--- config.mk ---
export PLATFORM = sky130hd
export DESIGN_NAME = decode_queue
export DESIGN_NICKNAME = d
export VERILOG_FILES = /design/src/rtl/decode_pkg.sv /design/src/rtl/decode_fields.sv /design/src/rtl/decode_queue.sv
export SDC_FILE = /design/constraint.sdc
export NUM_CORES = 1
export LEC_CHECK = 0
export ABC_AREA = 1
export BUFFER_PORTS_ARGS = -buffer_cell sky130_fd_sc_hd__buf_4
export CORE_UTILIZATION = 59
export DETAILED_ROUTE_END_ITERATION = 8
export GPL_TIMING_DRIVEN = 0
export PLACE_DENSITY = 0.85
export SETUP_SLACK_MARGIN = 0.4
export SYNTH_ARGS = -nofsm -noshare
export SYNTH_HDL_FRONTEND = slang
export SYNTH_SLANG_ARGS = --single-unit
--- constraint.sdc ---
create_clock -name clk -period 10.2 [get_ports clk]
set_input_delay 1.53 -clock clk [delete_from_list [all_inputs] [get_ports clk]]
set_output_delay 1.53 -clock clk [all_outputs]
set_load 0.005 [all_outputs]
--- src/rtl/decode_pkg.sv ---
// Shared types for the decode queue: instruction classes, RV opcodes and the
// decoded-field record that the queue stores per entry.
package decode_pkg;

    typedef enum logic [2:0] {
        TYPE_ERROR = 3'd0,
        TYPE_R     = 3'd1,
        TYPE_I     = 3'd2,
        TYPE_S     = 3'd3,
        TYPE_B     = 3'd4,
        TYPE_U     = 3'd5,
        TYPE_J     = 3'd6
    } inst_type_e;

    localparam logic [6:0] OPC_OP        = 7'b0110011;
    localparam logic [6:0] OPC_OP_IMM    = 7'b0010011;
    localparam logic [6:0] OPC_LOAD      = 7'b0000011;
    localparam logic [6:0] OPC_STORE     = 7'b0100011;
    localparam logic [6:0] OPC_BRANCH    = 7'b1100011;
    localparam logic [6:0] OPC_JAL       = 7'b1101111;
    localparam logic [6:0] OPC_JALR      = 7'b1100111;
    localparam logic [6:0] OPC_LUI       = 7'b0110111;
    localparam logic [6:0] OPC_AUIPC     = 7'b0010111;
    localparam logic [6:0] OPC_SYSTEM    = 7'b1110011;
    localparam logic [6:0] OPC_FENCE     = 7'b0001111;
    localparam logic [6:0] OPC_OP_IMM_32 = 7'b0011011;
    localparam logic [6:0] OPC_OP_32     = 7'b0111011;

    // Immediate is kept outside the record because its width follows XLEN.
    typedef struct packed {
        inst_type_e  typ;
        logic        illegal;
        logic [6:0]  opcode;
        logic [6:0]  funct7;
        logic [2:0]  funct3;
        logic [4:0]  rs1;
        logic [4:0]  rs2;
        logic [4:0]  rd;
    } decoded_t;

    // Every legal opcode ends in 2'b11, so compressed encodings fall to ERROR.
    function automatic inst_type_e opc_type(input logic [6:0] opc, input logic rv64);
        inst_type_e t;
        case (opc)
            OPC_OP:                                         t = TYPE_R;
            OPC_OP_IMM, OPC_LOAD, OPC_JALR, OPC_SYSTEM,
            OPC_FENCE:                                      t = TYPE_I;
            OPC_STORE:                                      t = TYPE_S;
            OPC_BRANCH:                                     t = TYPE_B;
            OPC_LUI, OPC_AUIPC:                             t = TYPE_U;
            OPC_JAL:                                        t = TYPE_J;
            OPC_OP_IMM_32:                                  t = rv64 ? TYPE_I : TYPE_ERROR;
            OPC_OP_32:                                      t = rv64 ? TYPE_R : TYPE_ERROR;
            default:                                        t = TYPE_ERROR;
        endcase
        return t;
    endfunction

endpackage

--- src/rtl/decode_fields.sv ---
// Combinational RV32I/RV64I field extractor: raw instruction to decoded record
// plus the XLEN-wide sign-extended immediate.
module decode_fields
    import decode_pkg::*;
#(
    parameter int XLEN = 32
) (
    input  logic [31:0]     i_instruction,
    output decoded_t        o_fields,
    output logic [XLEN-1:0] o_imm
);

    logic [31:0] inst;
    inst_type_e  typ;

    assign inst = i_instruction;
    assign typ  = opc_type(inst[6:0], XLEN == 64);

    always_comb begin
        o_fields        = '0;
        o_imm           = '0;
        o_fields.opcode = inst[6:0];
        o_fields.typ    = typ;
        // Size casts of signed operands replicate inst[31] up to XLEN.
        case (typ)
            TYPE_R: begin
                o_fields.funct7 = inst[31:25];
                o_fields.funct3 = inst[14:12];
                o_fields.rs1    = inst[19:15];
                o_fields.rs2    = inst[24:20];
                o_fields.rd     = inst[11:7];
            end
            TYPE_I: begin
                o_fields.funct3 = inst[14:12];
                o_fields.rs1    = inst[19:15];
                o_fields.rd     = inst[11:7];
                o_imm           = XLEN'($signed(inst[31:20]));
            end
            TYPE_S: begin
                o_fields.funct3 = inst[14:12];
                o_fields.rs1    = inst[19:15];
                o_fields.rs2    = inst[24:20];
                o_imm           = XLEN'($signed({inst[31:25], inst[11:7]}));
            end
            TYPE_B: begin
                o_fields.funct3 = inst[14:12];
                o_fields.rs1    = inst[19:15];
                o_fields.rs2    = inst[24:20];
                o_imm = XLEN'($signed({inst[31], inst[7], inst[30:25], inst[11:8], 1'b0}));
            end
            TYPE_U: begin
                o_fields.rd = inst[11:7];
                o_imm       = XLEN'($signed({inst[31:12], 12'b0}));
            end
            TYPE_J: begin
                o_fields.rd = inst[11:7];
                o_imm = XLEN'($signed({inst[31], inst[19:12], inst[20], inst[30:21], 1'b0}));
            end
            default: begin
                o_fields.typ     = TYPE_ERROR;
                o_fields.illegal = 1'b1;
            end
        endcase
    end

endmodule

--- src/rtl/decode_queue.sv ---
// Decode stage with a DEPTH-entry queue of decoded beats and valid/ready on both
// sides. Define DECODE_PERF_EN to add decoded/illegal push counters.
module decode_queue
    import decode_pkg::*;
#(
    parameter int XLEN  = 32,
    parameter int DEPTH = 2
) (
    input  logic                     clk,
    input  logic                     rst_n,
    input  logic                     i_flush,
    input  logic                     i_valid,
    output logic                     o_ready,
    input  logic [31:0]              i_instruction,
    input  logic [XLEN-1:0]          i_pc,
    output logic                     o_valid,
    input  logic                     i_ready,
    output logic [XLEN-1:0]          o_pc,
    output logic [6:0]               o_opcode,
    output logic [6:0]               o_funct7,
    output logic [2:0]               o_funct3,
    output logic [4:0]               o_rs1,
    output logic [4:0]               o_rs2,
    output logic [4:0]               o_rd,
    output logic [XLEN-1:0]          o_imm,
    output inst_type_e               o_type,
    output logic                     o_illegal,
    output logic [$clog2(DEPTH):0]   o_count
`ifdef DECODE_PERF_EN
    ,
    output logic [31:0]              o_perf_decoded,
    output logic [31:0]              o_perf_illegal
`endif
);

    localparam int AW = $clog2(DEPTH);
    localparam int CW = AW + 1;
    localparam logic [CW-1:0] DEPTH_C = CW'(DEPTH);

    decoded_t        in_fields;
    logic [XLEN-1:0] in_imm;

    decoded_t        ent_q [DEPTH];
    decoded_t        ent_d [DEPTH];
    logic [XLEN-1:0] imm_q [DEPTH];
    logic [XLEN-1:0] imm_d [DEPTH];
    logic [XLEN-1:0] pc_q  [DEPTH];
    logic [XLEN-1:0] pc_d  [DEPTH];

    logic [AW-1:0] wptr_q, wptr_d;
    logic [AW-1:0] rptr_q, rptr_d;
    logic [CW-1:0] count_q, count_d;

    logic     push;
    logic     pop;
    decoded_t head;

    decode_fields #(
        .XLEN (XLEN)
    ) u_fields (
        .i_instruction (i_instruction),
        .o_fields      (in_fields),
        .o_imm         (in_imm)
    );

    assign o_ready = (count_q < DEPTH_C) && rst_n;
    assign o_valid = (count_q != '0);
    assign o_count = count_q;

    // Flush cancels both sides of the handshake for the cycle it is asserted.
    always_comb begin
        push     = i_valid && o_ready && !i_flush;
        pop      = o_valid && i_ready && !i_flush;
        ent_d    = ent_q;
        imm_d    = imm_q;
        pc_d     = pc_q;
        wptr_d   = wptr_q;
        rptr_d   = rptr_q;
        count_d  = count_q;
        if (push) begin
            ent_d[wptr_q] = in_fields;
            imm_d[wptr_q] = in_imm;
            pc_d[wptr_q]  = i_pc;
        end
        if (i_flush) begin
            wptr_d  = '0;
            rptr_d  = '0;
            count_d = '0;
        end else begin
            if (push) wptr_d = wptr_q + 1'b1;
            if (pop)  rptr_d = rptr_q + 1'b1;
            count_d = count_q + CW'(push) - CW'(pop);
        end
    end

    always_ff @(posedge clk) begin
        if (!rst_n) begin
            wptr_q  <= '0;
            rptr_q  <= '0;
            count_q <= '0;
        end else begin
            wptr_q  <= wptr_d;
            rptr_q  <= rptr_d;
            count_q <= count_d;
        end
    end

    // Storage needs no reset: contents are only observable behind count.
    always_ff @(posedge clk) begin
        ent_q <= ent_d;
        imm_q <= imm_d;
        pc_q  <= pc_d;
    end

    always_comb begin
        head      = ent_q[rptr_q];
        o_pc      = '0;
        o_opcode  = '0;
        o_funct7  = '0;
        o_funct3  = '0;
        o_rs1     = '0;
        o_rs2     = '0;
        o_rd      = '0;
        o_imm     = '0;
        o_type    = TYPE_ERROR;
        o_illegal = 1'b0;
        if (o_valid) begin
            o_pc      = pc_q[rptr_q];
            o_opcode  = head.opcode;
            o_funct7  = head.funct7;
            o_funct3  = head.funct3;
            o_rs1     = head.rs1;
            o_rs2     = head.rs2;
            o_rd      = head.rd;
            o_imm     = imm_q[rptr_q];
            o_type    = head.typ;
            o_illegal = head.illegal;
        end
    end

`ifdef DECODE_PERF_EN
    logic [31:0] perf_dec_q, perf_dec_d;
    logic [31:0] perf_ill_q, perf_ill_d;

    always_comb begin
        perf_dec_d = perf_dec_q + 32'(push);
        perf_ill_d = perf_ill_q + 32'(push && in_fields.illegal);
    end

    always_ff @(posedge clk) begin
        if (!rst_n) begin
            perf_dec_q <= '0;
            perf_ill_q <= '0;
        end else begin
            perf_dec_q <= perf_dec_d;
            perf_ill_q <= perf_ill_d;
        end
    end

    assign o_perf_decoded = perf_dec_q;
    assign o_perf_illegal = perf_ill_q;
`endif

endmodule
Word-level counts from Yosys, hierarchy flattened
Cells that the tools add are included.
{ "classes": {"muxes": 33, "n_lt_le_gt_ge": 4, "n_addsub": 4, "n_eq_ne": 17, "n_reduce_logical": 15, "bitwise_logic": 3} }
{ "op_table": {"columns": ["op", "n"], "rows": [
  ["32-bit 2-to-1 mux", 9],
  ["32-bit one-hot mux with 5 select lines", 1],
  ["36-bit 2-to-1 mux", 4],
  ["64-bit bitwise mux", 2],
  ["72-bit bitwise mux", 1],
  ["36-bit demux with 1-bit select", 1],
  ["32-bit demux with 1-bit select", 1],
  ["7-bit equality test (second input constant)", 4],
  ["5-bit 2-to-1 mux", 5],
  ["7-bit by 6-bit equality test with 1-bit output (second input constant)", 3],
  ["7-bit 2-to-1 mux", 3],
  ["3-bit one-hot mux with 6 select lines", 1],
  ["7-bit by 5-bit equality test with 1-bit output (second input constant)", 2],
  ["3-bit equality test (second input constant)", 3],
  ["8-bit 2-to-1 mux", 1],
  ["4-bit OR reduction", 2],
  ["7-bit by 2-bit equality test with 1-bit output (second input constant)", 1],
  ["7-bit by 4-bit equality test with 1-bit output (second input constant)", 1],
  ["3-bit by 2-bit equality test with 1-bit output (second input constant)", 2],
  ["1-bit logical AND", 6],
  ["3-bit 2-to-1 mux", 2],
  ["6-bit OR reduction", 1],
  ["5-bit OR reduction", 1],
  ["2-bit greater-or-equal comparator (second input constant)", 2],
  ["other kinds (14)", 17]
]} }
{ "totals": {"ff_bits": 204, "out_inout_bits": 104} }

Logic depth before layout (Yosys ltp)
Gate-level depths: netlist (run 1).
{ "depth": {"ltp_word": 7, "mapped_depth": 10, "mapped_depth_nobuf": 10} }

Modules after synthesis
A second synthesis (run 1) with hierarchy kept.
{ "hier_totals": {"hier_cells": 825, "hier_area_um2": 8879.8} }
{ "modules_own_cells": {"columns": ["module", "area_each_um2", "cells_per_inst", "instances"], "rows": [
  ["decode_queue", 7708.6, 573, 1],
  ["decode_fields", 1171.1, 252, 1]
]} }

Worst setup path after synthesis (run 1)
OpenSTA, ideal clock, no wires.
{ "synth_timing": {"kind": "input port to flip-flop", "from": "input rst_n", "to": "register ent_q[0] (netlist bit) (enable)", "t_required_ns": 9.639, "path_stages": 4, "slack_ns": 3.618, "arrival_time_ns": 6.021, "n_path_buf": 0, "path_cell_list": "inv_1 nor2_1 nand2_1 nor2_1"} }
{ "synth_via": {"elab_chain_cells": 3} }
{ "synth_lines": {"columns": ["element", "line_no", "source"], "rows": [
  ["start: declaration", "decode_queue.sv:10", "input logic rst_n,"],
  ["1-bit logical AND", "decode_queue.sv:66", "assign o_ready = (count_q < DEPTH_C) && rst_n;"],
  ["1-bit logical AND (2 in series)", "decode_queue.sv:72", "push = i_valid && o_ready && !i_flush;"],
  ["end signal: assignment", "decode_queue.sv:110", "ent_q <= ent_d;"],
  ["end: declaration", "decode_queue.sv:43", "decoded_t ent_q [DEPTH];"]
]} }
No other way between the ends.
A chain may end at the register's enable or synchronous reset.

Worst setup path after layout (run 1)
{ "layout_timing": {"from": "register count_q[1] (netlist: o_count[1])", "to": "output o_rs2[3]"} }
{ "layout_via": {"elab_chain_cells": 2} }
{ "layout_lines": {"columns": ["element", "line_no", "source"], "rows": [
  ["start: declaration", "decode_queue.sv:52", "logic [CW-1:0] count_q, count_d;"],
  ["start signal: assignment", "decode_queue.sv:104", "count_q <= count_d;"],
  ["2-bit nonzero test", "decode_queue.sv:67", "assign o_valid = (count_q != '0);"],
  ["5-bit 2-to-1 mux", "decode_queue.sv:127", "if (o_valid) begin"],
  ["end: declaration", "decode_queue.sv:23", "output logic [4:0] o_rs2,"]
]} }
No other way between the ends.

==> flow_metrics.tcl, run 1 <==
set metrics [dict create \
    outcome "finished, final reports clean" \
    initial_utilization 0.610 \
    tritoncts.num_buffers 21 \
    dp_hpwl_mm 13.9 \
    syn_avg_cell_area_sq_um 11.1 \
    yosys.cell_types.count 26 \
    finalSetupViolCount 0 \
    worstPathMaxFanout 10 \
    cts_post_setup_buffers_inserted 0 \
    routed_vias_inst 5.48 \
    clkLatencyLatePin_ns 0.50 \
    synthesis.area_sq_um 8560 \
    num_rows 43 \
    setup_slack_on_the_worst_flop_to_flop_path_ns 7.95 \
    detail_route.drc_violations 0 \
    path_cells "nor2_1 -> clkbuf_1 -> clkbuf_1 -> a21oi_1 -> buf_4" \
    synth.top_cells.by_area "edfxtp_1, nand2_1, a21oi_1" \
    antenna_found_initial 0 \
    tightest_slew_ns 0.821 \
    portBuffers 172 \
    gr-usage-all-layers 0.272 \
    seq_power_share 0.538 \
    timing.critical_path.max_delay_family "buffers and inverters" \
    arrival_time_at_the_worst_endpoint_ns 2.49 \
    drt_wirelength_mm 20.4 \
    cell_internal_pwr_uw 1380 \
    mappedNetlistNets 839 \
    timing.final.max_slew_violations 0 \
    endpoint_kind "primary output" \
    yosys.cell_count.top_type "nand2_1" \
    cts.htree.levels 1 \
    hold_buffers 0 \
    critPathKind "flop to primary output" \
    max_cap_viol_count 0 \
    antenna_cells_inserted 0 \
    asr_flop_ratio_synth 0 \
    grt_pass1_vias 6114 \
    pwr_density_cell_nw_per_um2 161 \
    io_pins 173 \
    timing.max_slew.rel_slack 0.451 \
    area.growth.synth_to_final_pct 26.8 \
    drt_iter0_drc 543 \
    rr_startpoint "o_count[1]" \
    grt-ovfl-total 0 \
    min_period_over_period 0.394 \
    peakVddDrop_uv 154 \
    core_region_area_sq_um 14000 \
    worst-path-stages 5 \
    rsz0062_at_grt "false" \
    clock-root-buffer "clkbuf_16" \
    grt_pass1_wl_mm 30.8 \
    cp_data_required_time_ns 8.67 \
    critPathSlowestCell "clkbuf_1" \
    num-nets-final 1040 \
    p_clk_frac 0.406 \
    swShare 0.208 \
    netSwitchingPower_uw 363 \
    design.die.area_sq_um 15000 \
    count_of_flip_flops_with_a_built_in_enable_after_synthesis 200 \
    timing.setup.tns_ns 0 \
    cpPeakStageDelay_ns 0.64 \
    hold_class "flop to flop" \
    1st_pass_router_iterations 5 \
    crit_path_start_kind "flop" \
    cts_repair_resize_count 0 \
    postLayoutCoreUtil 0.773 \
    dominantRegCellSynth "edfxtp_1" \
    final.setup_skew_ns 0.0212 \
    endpoint "o_rs2[3]" \
    power_leakage_uw 0.00468 \
    crit_reg_reg_endpoint "ent_q[59]" \
    critPathBufInv 3 \
    fin_crit_ns 4.02 \
    cpMostUsedCell "clkbuf_1" \
    detail_route.wl_per_cell_um 17.5 \
    clk_transition_reported_paths_ns 0.06 \
    die_h_um 122 \
    yosysWarningCount 0 \
    pin_count_of_the_biggest_net_entering_global_routing 32 \
    synth_top_area_cell "edfxtp_1" \
    ctsLongestPathBuffers 3 \
    floorplan.die.width_um 122 \
    cp-startpoint "o_count[1]" \
    cts.sinks 204 \
    reg2reg_depth 5 \
    netlist_top_cells_count "nand2_1, edfxtp_1, a21oi_1, nor2_1, inv_1" \
    fraction_of_layout_instances_using_a_drive_strength_above_1 0.247 \
    register_bit_count_reported_by_yosys 204 \
    final_antenna_net_count 0 \
    total_via_count_in_the_routed_design 6372 \
    gpl.final_weighted_congestion 0.901 \
    cts_tree "done" \
    max_clock_freq_ghz 0.249 \
    report.final.hold_viol_count 0 \
    syn-instance-count 768 \
    synth_top_cell_area_share 0.702 \
    power.combinational.fraction 0.055 \
    synth-seq-area-share 0.711 \
]
[cells by family after synthesis]
family / Yosys count / synth area share
xor gates and xnor gates: 1 / 0.00102
adders and majority gates: 2 / 0.00292
AOI/OAI and AO/OA: 145 / 0.0874
and+or+nand+nor: 332 / 0.157
buffers and inverters: 84 / 0.0412
DFF: 204 / 0.711
[routing by layer]
layer / track usage / wire length, um
met5: 0 / 0
met4: 0.0854 / 522
met3: 0.0544 / 1840
met2: 0.467 / 10100
met1: 0.347 / 7910
[area by class of cell]
cell class | count | area, sq um
buffer | 42 | 195
clock buffer | 23 | 533
clock inverter | 13 | 103
fill | 898 | 3190
inverter | 42 | 158
multi-input combinational | 480 | 2140
sequential | 204 | 6090
tap | 180 | 225
timing repair buffer | 178 | 1420
[sequential cells by signal, summed over array words and instances (netlist names)]
signal / flops
imm_q: 64
ent_q: 72
o_count: 2
wptr_q: 1
rptr_q: 1
pc_q: 64
[power by group through the flow]
stage | logic (uW) | clock network (uW) | registers [uW]
global route | 105 | 747 | 939
detailed placement | 95.1 | 0 | 956
global placement | 88.4 | 0 | 959
CTS | 96.3 | 711 | 938
finish | 96.8 | 708 | 938
floorplan | 36.8 | 0 | 958
[placed cells by master (no fill, tap or decap), types with 2 or more instances in the layout]
master and count:
dfxtp_1 4, nand3_2 2, buf_4 173, clkinv_1 2, ha_1 2, buf_12 5
nor2_4 5, nand2_2 10, a21oi_1 118, a22oi_1 4, nand2_1 258, nor2_1 43
buf_2 3, edfxtp_1 200, nand3_1 10, inv_2 5, buf_1 2, o21ai_0 21
clkbuf_1 34, clkbuf_16 21, clkinvlp_4 3, clkinv_2 5, buf_6 4, inv_1 37
[metrics by stage]
| stage | cell area (sq um) | instances | hold WS (ns) | power [uW] | worst slack [ns] |
|---|---|---|---|---|---|
| finish | 10900 | 1162 | 0.584 | 1740 | 6.18 |
| global route | 10900 | 1162 | 0.614 | 1790 | 6.12 |
| CTS | 10900 | 1162 | 0.593 | 1750 | 6.23 |
| detailed placement | 10200 | 1126 | 0.577 | 1050 | 6.58 |
| global placement | 10100 | 1120 | 0.487 | 1050 | 1.39 |
| floorplan | 8560 | 768 | 0.482 | 995 | 3.62 |
[worst min-delay path by stage]
stage                     startpoint    endpoint  cells after the start
after global routing      o_count[1]  o_count[1]                      1
after CTS                 o_count[1]  o_count[1]                      1
after floorplan           o_count[1]  o_count[1]                      1
final                     o_count[1]  o_count[1]                      1
after detailed placement  o_count[1]  o_count[1]                      1
after global placement    o_count[1]  o_count[1]                      1
(Power assumes the default switching activity.)
==> run 2, diff against run 1 <==
- ABC_AREA: 1 -> 0
- CORE_UTILIZATION: 59 -> 55
- PLACE_DENSITY: 0.85 -> 0.8
- clock period: 10.2 -> 4.16 ns (I/O delays scaled with it)
==> flow_metrics.tcl, run 2 <==
set metrics [dict create \
    outcome "finished, final reports clean" \
    count_of_flip_flops_with_a_built_in_enable_after_synthesis 200 \
    final_design_area_no_fill_sq_um 11000 \
    grt_pass1_wl_mm 28.6 \
    critPathKind "flop to primary output" \
    pwr_density_cell_nw_per_um2 401 \
    num-fill-cells 1024 \
    clkLatencyLatePin_ns 0.49 \
    route.met3.wl_mm 1.49 \
    routed_vias_inst 5.48 \
    top_signal_layer_used "met4" \
    yosys.cell_types.count 46 \
    cts_tree "done" \
    setup_slack_on_the_worst_flop_to_flop_path_ns 1.78 \
    rr_startpoint "o_count[1]" \
    sequential_cell_area_sq_um 6090 \
    max_cap_viol_count 0 \
    postLayoutCoreUtil 0.720 \
    synth_xor_xnor_area_share 0.00508 \
    largest_register_ff_count 72 \
    hold_buffers 0 \
    rsz0062_at_grt "false" \
    cts.sinks 204 \
    timing.critical_path.max_delay_family "buffers and inverters" \
    detail_route.wl_per_cell_um 18.5 \
    synth-seq-area-share 0.705 \
    max_clock_freq_ghz 0.333 \
    arrival_time_at_the_worst_endpoint_ns 2.38 \
    netlist_top_cells_count "edfxtp_1, nor2_1, mux2i_1, and2_1, a21o_1" \
    grt-ovfl-total 0 \
    synth.top_cells.by_area "edfxtp_1, mux2i_1, nor2_1" \
    crit_path_start_kind "flop" \
    final_antenna_net_count 0 \
    yosys.cell_count.top_type "edfxtp_1" \
    num-nets-final 865 \
    placement.cell_area_sq_um 10300 \
    mostFrequentLayoutCell "edfxtp_1" \
    tritoncts.num_buffers 21 \
    io_pins 173 \
    synthesis.area_sq_um 8630 \
    num_rows 45 \
    syn_avg_cell_area_sq_um 14.6 \
    critPathBufInv 3 \
    grt_pass1_vias 5636 \
    clock-root-buffer "clkbuf_16" \
    1st_pass_router_iterations 5 \
    final.setup_skew_ns 0.00691 \
    asr_flop_ratio_synth 0 \
    power_leakage_uw 0.00423 \
    endpoint_kind "primary output" \
    final_cell_mix "edfxtp_1, buf_4, nor2_1" \
    synth_top_cell_area_share 0.696 \
    peakVddDrop_uv 373 \
    met2_routed_wirelength_mm 9.45 \
    gr-usage-all-layers 0.231 \
    antenna_found_initial 0 \
    core_region_area_sq_um 15300 \
    initial_utilization 0.565 \
    portBuffers 172 \
    dp_hpwl_mm 12.9 \
    yosys.area_share.simple 0.0988 \
    finalSetupViolCount 0 \
    synth_top_area_cell "edfxtp_1" \
    register_bit_count_reported_by_yosys 204 \
    largest-register "ent_q" \
    cts_repair_resize_count 0 \
    tightest_slew_ns 0.716 \
    drt_iter0_drc 399 \
    cts_post_setup_buffers_inserted 0 \
    worstPathMaxFanout 10 \
    design.die.area_sq_um 16200 \
    hold_path_startpoint "i_pc[30]" \
    clk_transition_reported_paths_ns 0.06 \
    mappedNetlistNets 664 \
    min_period_over_period 0.721 \
    synthAdderAreaFrac 0.00290 \
    synth_compound_gate_area_share 0.0484 \
    wl_met1_mm 7.34 \
    die_h_um 127 \
    multi_input_area_sq_um 2360 \
    pin_count_of_the_biggest_net_entering_global_routing 31 \
    floorplan.die.width_um 127 \
    antenna_cells_inserted 0 \
    total_via_count_in_the_routed_design 5580 \
    drt_wirelength_mm 18.8 \
    biggestRegsByFlops "ent_q (72), imm_q (64), pc_q (64)" \
    report.final.hold_viol_count 0 \
    detail_route.drc_violations 0 \
    critPathSlowestCell "clkbuf_1" \
    timing.final.max_slew_violations 0 \
    syn-instance-count 593 \
    path_cells "nor2_1 -> clkbuf_1 -> clkbuf_1 -> nor2_1 -> buf_4" \
    cpPeakStageDelay_ns 0.52 \
    fin_crit_ns 3.00 \
    hold_class "input port to flop" \
    cp-startpoint "o_count[1]" \
    dominantRegCellSynth "edfxtp_1" \
    yosysWarningCount 0 \
    mux_cell_area_share_after_synthesis 0.117 \
    gpl.final_weighted_congestion 0.936 \
    area.growth.synth_to_final_pct 27.4 \
    cts.htree.levels 1 \
    timing.max_slew.rel_slack 0.511 \
    cp_data_required_time_ns 3.54 \
    fraction_of_layout_instances_using_a_drive_strength_above_1 0.299 \
    ctsLongestPathBuffers 3 \
    synth_top_family_by_area "multiplexers" \
]
[run 2: changes by cell type in the layout (fill, tap and decap cells not counted), sizes merged, moves of 8 or more]
cell    before  now
a21o         0   19
a21oi      118   12
and2         0   28
buf        188  196
clkbuf      55   40
inv         43    7
mux2i        0  101
nand2      268   14
nand3       12    3
nor2        49  120
o21ai       22    5
[run 2: path summary, 6_finish.rpt]
kind	to	cells after the start
worst max-delay path	o_imm[21]	5
worst min register to register	o_count[1]	2
worst min-delay path	pc_q[30]	1
worst max register to register	pc_q[4]	6
[run 2: metal layers]
layer,vias to the layer above,GRT usage
li1,2578,-
met1,2693,0.285
met2,259,0.403
met3,50,0.0444
met4,0,0.0903
met5,-,0
[run 2: where the power goes]
part           switching, uW  internal (uW)
Combinational            141            124
Sequential              10.8           2290
Clock                    727           1110
Total                    879           3520
[run 2: kinds of logic after synthesis]
kind of cell | count (synthesis)
adders and majority gates | 2
muxes | 101
AOI/OAI and AO/OA | 56
buffers and inverters | 40
DFF | 204
xor gates and xnor gates | 5
and+or+nand+nor | 185
[run 2: area by class of cell]
| class | instances | area share |
|---|---|---|
| Buffer | 34 | 0.0155 |
| Clock buffer | 24 | 0.0488 |
| Clock inverter | 12 | 0.0125 |
| Inverter | 6 | 0.00205 |
| Multi-Input combinational cell | 349 | 0.215 |
| Sequential cell | 204 | 0.554 |
| Tap cell | 211 | 0.0240 |
| Timing Repair Buffer | 178 | 0.128 |
[run 2: per-stage QoR]
step           TNS [ns]  hold WS [ns]  total power (uW)  setup WS [ns]  std cells
2_1_floorplan         0         0.525              2470          0.106        593
3_3_place_gp    -252.84         0.542              2590          -1.27        976
3_5_place_dp          0         0.598              2610           1.29        982
4_1_cts               0         0.304              4430           1.10       1018
5_1_grt               0         0.303              4530           1.04       1018
6_report              0         0.320              4400           1.16       1018
[run 2: worst register-to-register path, cell delays in order (launching register included)]
cell      delay, ns
dfxtp_1        0.36
nor2b_1        0.23
nand2b_1       0.21
nor2_4         0.53
buf_12         0.28
buf_12         0.23
buf_12         0.23
==> run 3, diff against run 2 <==
- CORE_UTILIZATION: 55 -> 50
- PLACE_DENSITY: 0.8 -> 0.76
- clock period: 4.16 -> 2.4 ns (I/O delays scaled with it)
==> flow_metrics.tcl, run 3 (synthesis gave the netlist of run 2 again) <==
set metrics [dict create \
    outcome "finished, final reports clean" \
    1st_pass_router_iterations 4 \
    biggestRegsByFlops "ent_q (72), imm_q (64), pc_q (64)" \
    io_pins 173 \
    clk_transition_reported_paths_ns 0.07 \
    min_period_over_period 0.867 \
    num_rows 47 \
    routed_vias_inst 5.35 \
    tritoncts.num_buffers 22 \
    final_antenna_net_count 0 \
    timing.max_slew.rel_slack 0.359 \
    seq_power_share 0.497 \
    num-nets-final 879 \
    final_cell_mix "edfxtp_1, buf_4, nor2_1" \
    pin_count_of_the_biggest_net_entering_global_routing 30 \
    max_cap_viol_count 0 \
    critPathKind "flop to primary output" \
    drt_wirelength_mm 20.1 \
    area.growth.synth_to_final_pct 36.7 \
    fin_crit_ns 2.08 \
    total_via_count_in_the_routed_design 5581 \
    p_clk_frac 0.440 \
    grt_pass1_wl_mm 29.3 \
    clkLatencyLatePin_ns 0.50 \
    antenna_cells_inserted 0 \
    initial_utilization 0.517 \
    max_clock_freq_ghz 0.480 \
    timing.final.max_slew_violations 0 \
    cp_data_required_time_ns 2.04 \
    fraction_of_layout_instances_using_a_drive_strength_above_1 0.358 \
    portBuffers 172 \
    detail_route.drc_violations 0 \
    mostFrequentLayoutCell "edfxtp_1" \
    crit_path_start_kind "flop" \
    gr-usage-all-layers 0.215 \
    peakVddDrop_uv 475 \
    detail_route.wl_per_cell_um 19.2 \
    cts_tree "done" \
    grt-ovfl-total 0 \
    gpl.final_weighted_congestion 0.825 \
    final.setup_skew_ns 0.0106 \
    endpoint_kind "primary output" \
    rsz0062_at_grt "true" \
    largest-register "ent_q" \
    floorplan.die.width_um 133 \
    drt_iter0_drc 259 \
    num-fill-cells 1141 \
    core_region_area_sq_um 16700 \
    hold_buffers 0 \
    finalSetupViolCount 0 \
    cell_internal_pwr_uw 6440 \
    tightest_slew_ns 0.959 \
    hold_class "input port to flop" \
    dp_hpwl_mm 13.1 \
    report.final.hold_viol_count 0 \
    pwr_density_cell_nw_per_um2 681 \
    power.combinational.fraction 0.063 \
    layout_setup_ws_ns 0.318 \
    swShare 0.199 \
    grt_pass1_vias 5536 \
    design.die.area_sq_um 17800 \
    power_leakage_uw 0.00457 \
    netSwitchingPower_uw 1600 \
    cts.sinks 204 \
    antenna_found_initial 0 \
    final_power_uw 8040 \
    die_h_um 133 \
    clock-root-buffer "clkbuf_16" \
    ctsLongestPathBuffers 3 \
    arrival_time_at_the_worst_endpoint_ns 1.72 \
    worstPathMaxFanout 6 \
    cts.htree.levels 1 \
    largest_register_ff_count 72 \
    placement.setup.worst_slack_ns 0.125 \
]
## run 3: cell count changes in the layout (fill, tap and decap cells not counted), moves of 3 or more
cell,before,now
buf_16,0,4
buf_12,6,12
buf_6,2,7
clkbuf_16,21,33
mux2i_1,101,87
nor2_1,114,109
mux2i_2,0,12
clkinv_1,3,6
buf_2,13,4
clkbuf_1,19,4
nor2_2,4,7
clkbuf_8,0,4
dfxtp_1,4,1
## run 3: metrics by stage
step | setup TNS [ns] | util | area, sq um | hold slack, ns | instances
global route | 0 | 0.706 | 11800 | 0.0203 | 1044
finish | 0 | 0.706 | 11800 | 0.0447 | 1044
detailed placement | 0 | 0.621 | 10400 | 0.549 | 991
CTS | 0 | 0.685 | 11400 | 0.0281 | 1034
floorplan | -33.64 | - | 8660 | 0.459 | 593
global placement | -203.39 | 0.612 | 10200 | 0.546 | 985
## run 3: power by group through the flow
stage	clock network, uW	registers (uW)	logic (uW)
detailed placement	0	4060	468
CTS	3590	3990	488
floorplan	0	4060	212
finish	3540	3990	506
global placement	0	4070	444
global route	3720	3990	544
## run 3: what timing repair did
action,4_1_cts,5_1_grt
setup buffers,1,0
resized for setup,79,33
setup endpoints to repair,227,252
pin swaps,1,3
endpoints found under the hold margin,0,0
cloned,2,10
## run 3: critical path: stages, from the launching register on
cell and delay (ns):
dfxtp_4 0.41, clkbuf_16 0.20, buf_12 0.15, mux2i_2 0.23
nor2_1 0.07, buf_4 0.14
## run 3: final cells by class
class,instances,area (sq um),area share
Tap cell,220,275,0.0233
Inverter,6,22.5,0.00191
Clock inverter,17,221,0.0188
Sequential cell,204,6090,0.517
Multi-Input combinational cell,349,2470,0.210
Buffer,34,412,0.0349
Timing Repair Buffer,191,1740,0.147
Clock buffer,23,554,0.0470
## run 3: worst paths after layout
| path | from | end | slack, ns | cells after the start |
|---|---|---|---|---|
| max | rptr_q | o_type[1] | 0.32 | 5 |
| min | i_pc[20] | pc_q[20] | 0.04 | 1 |
| max reg2reg | o_count[1] | imm_q[33] | 0.36 | 4 |
| min reg2reg | o_count[1] | o_count[1] | 0.58 | 2 |
## run 3: metal layers
layer | vias up | wire (um) | track usage
li1 | 2618 | - | -
met1 | 2741 | 8240 | 0.276
met2 | 190 | 10200 | 0.370
met3 | 32 | 1140 | 0.0377
met4 | 0 | 489 | 0.0694
met5 | - | 0 | 0
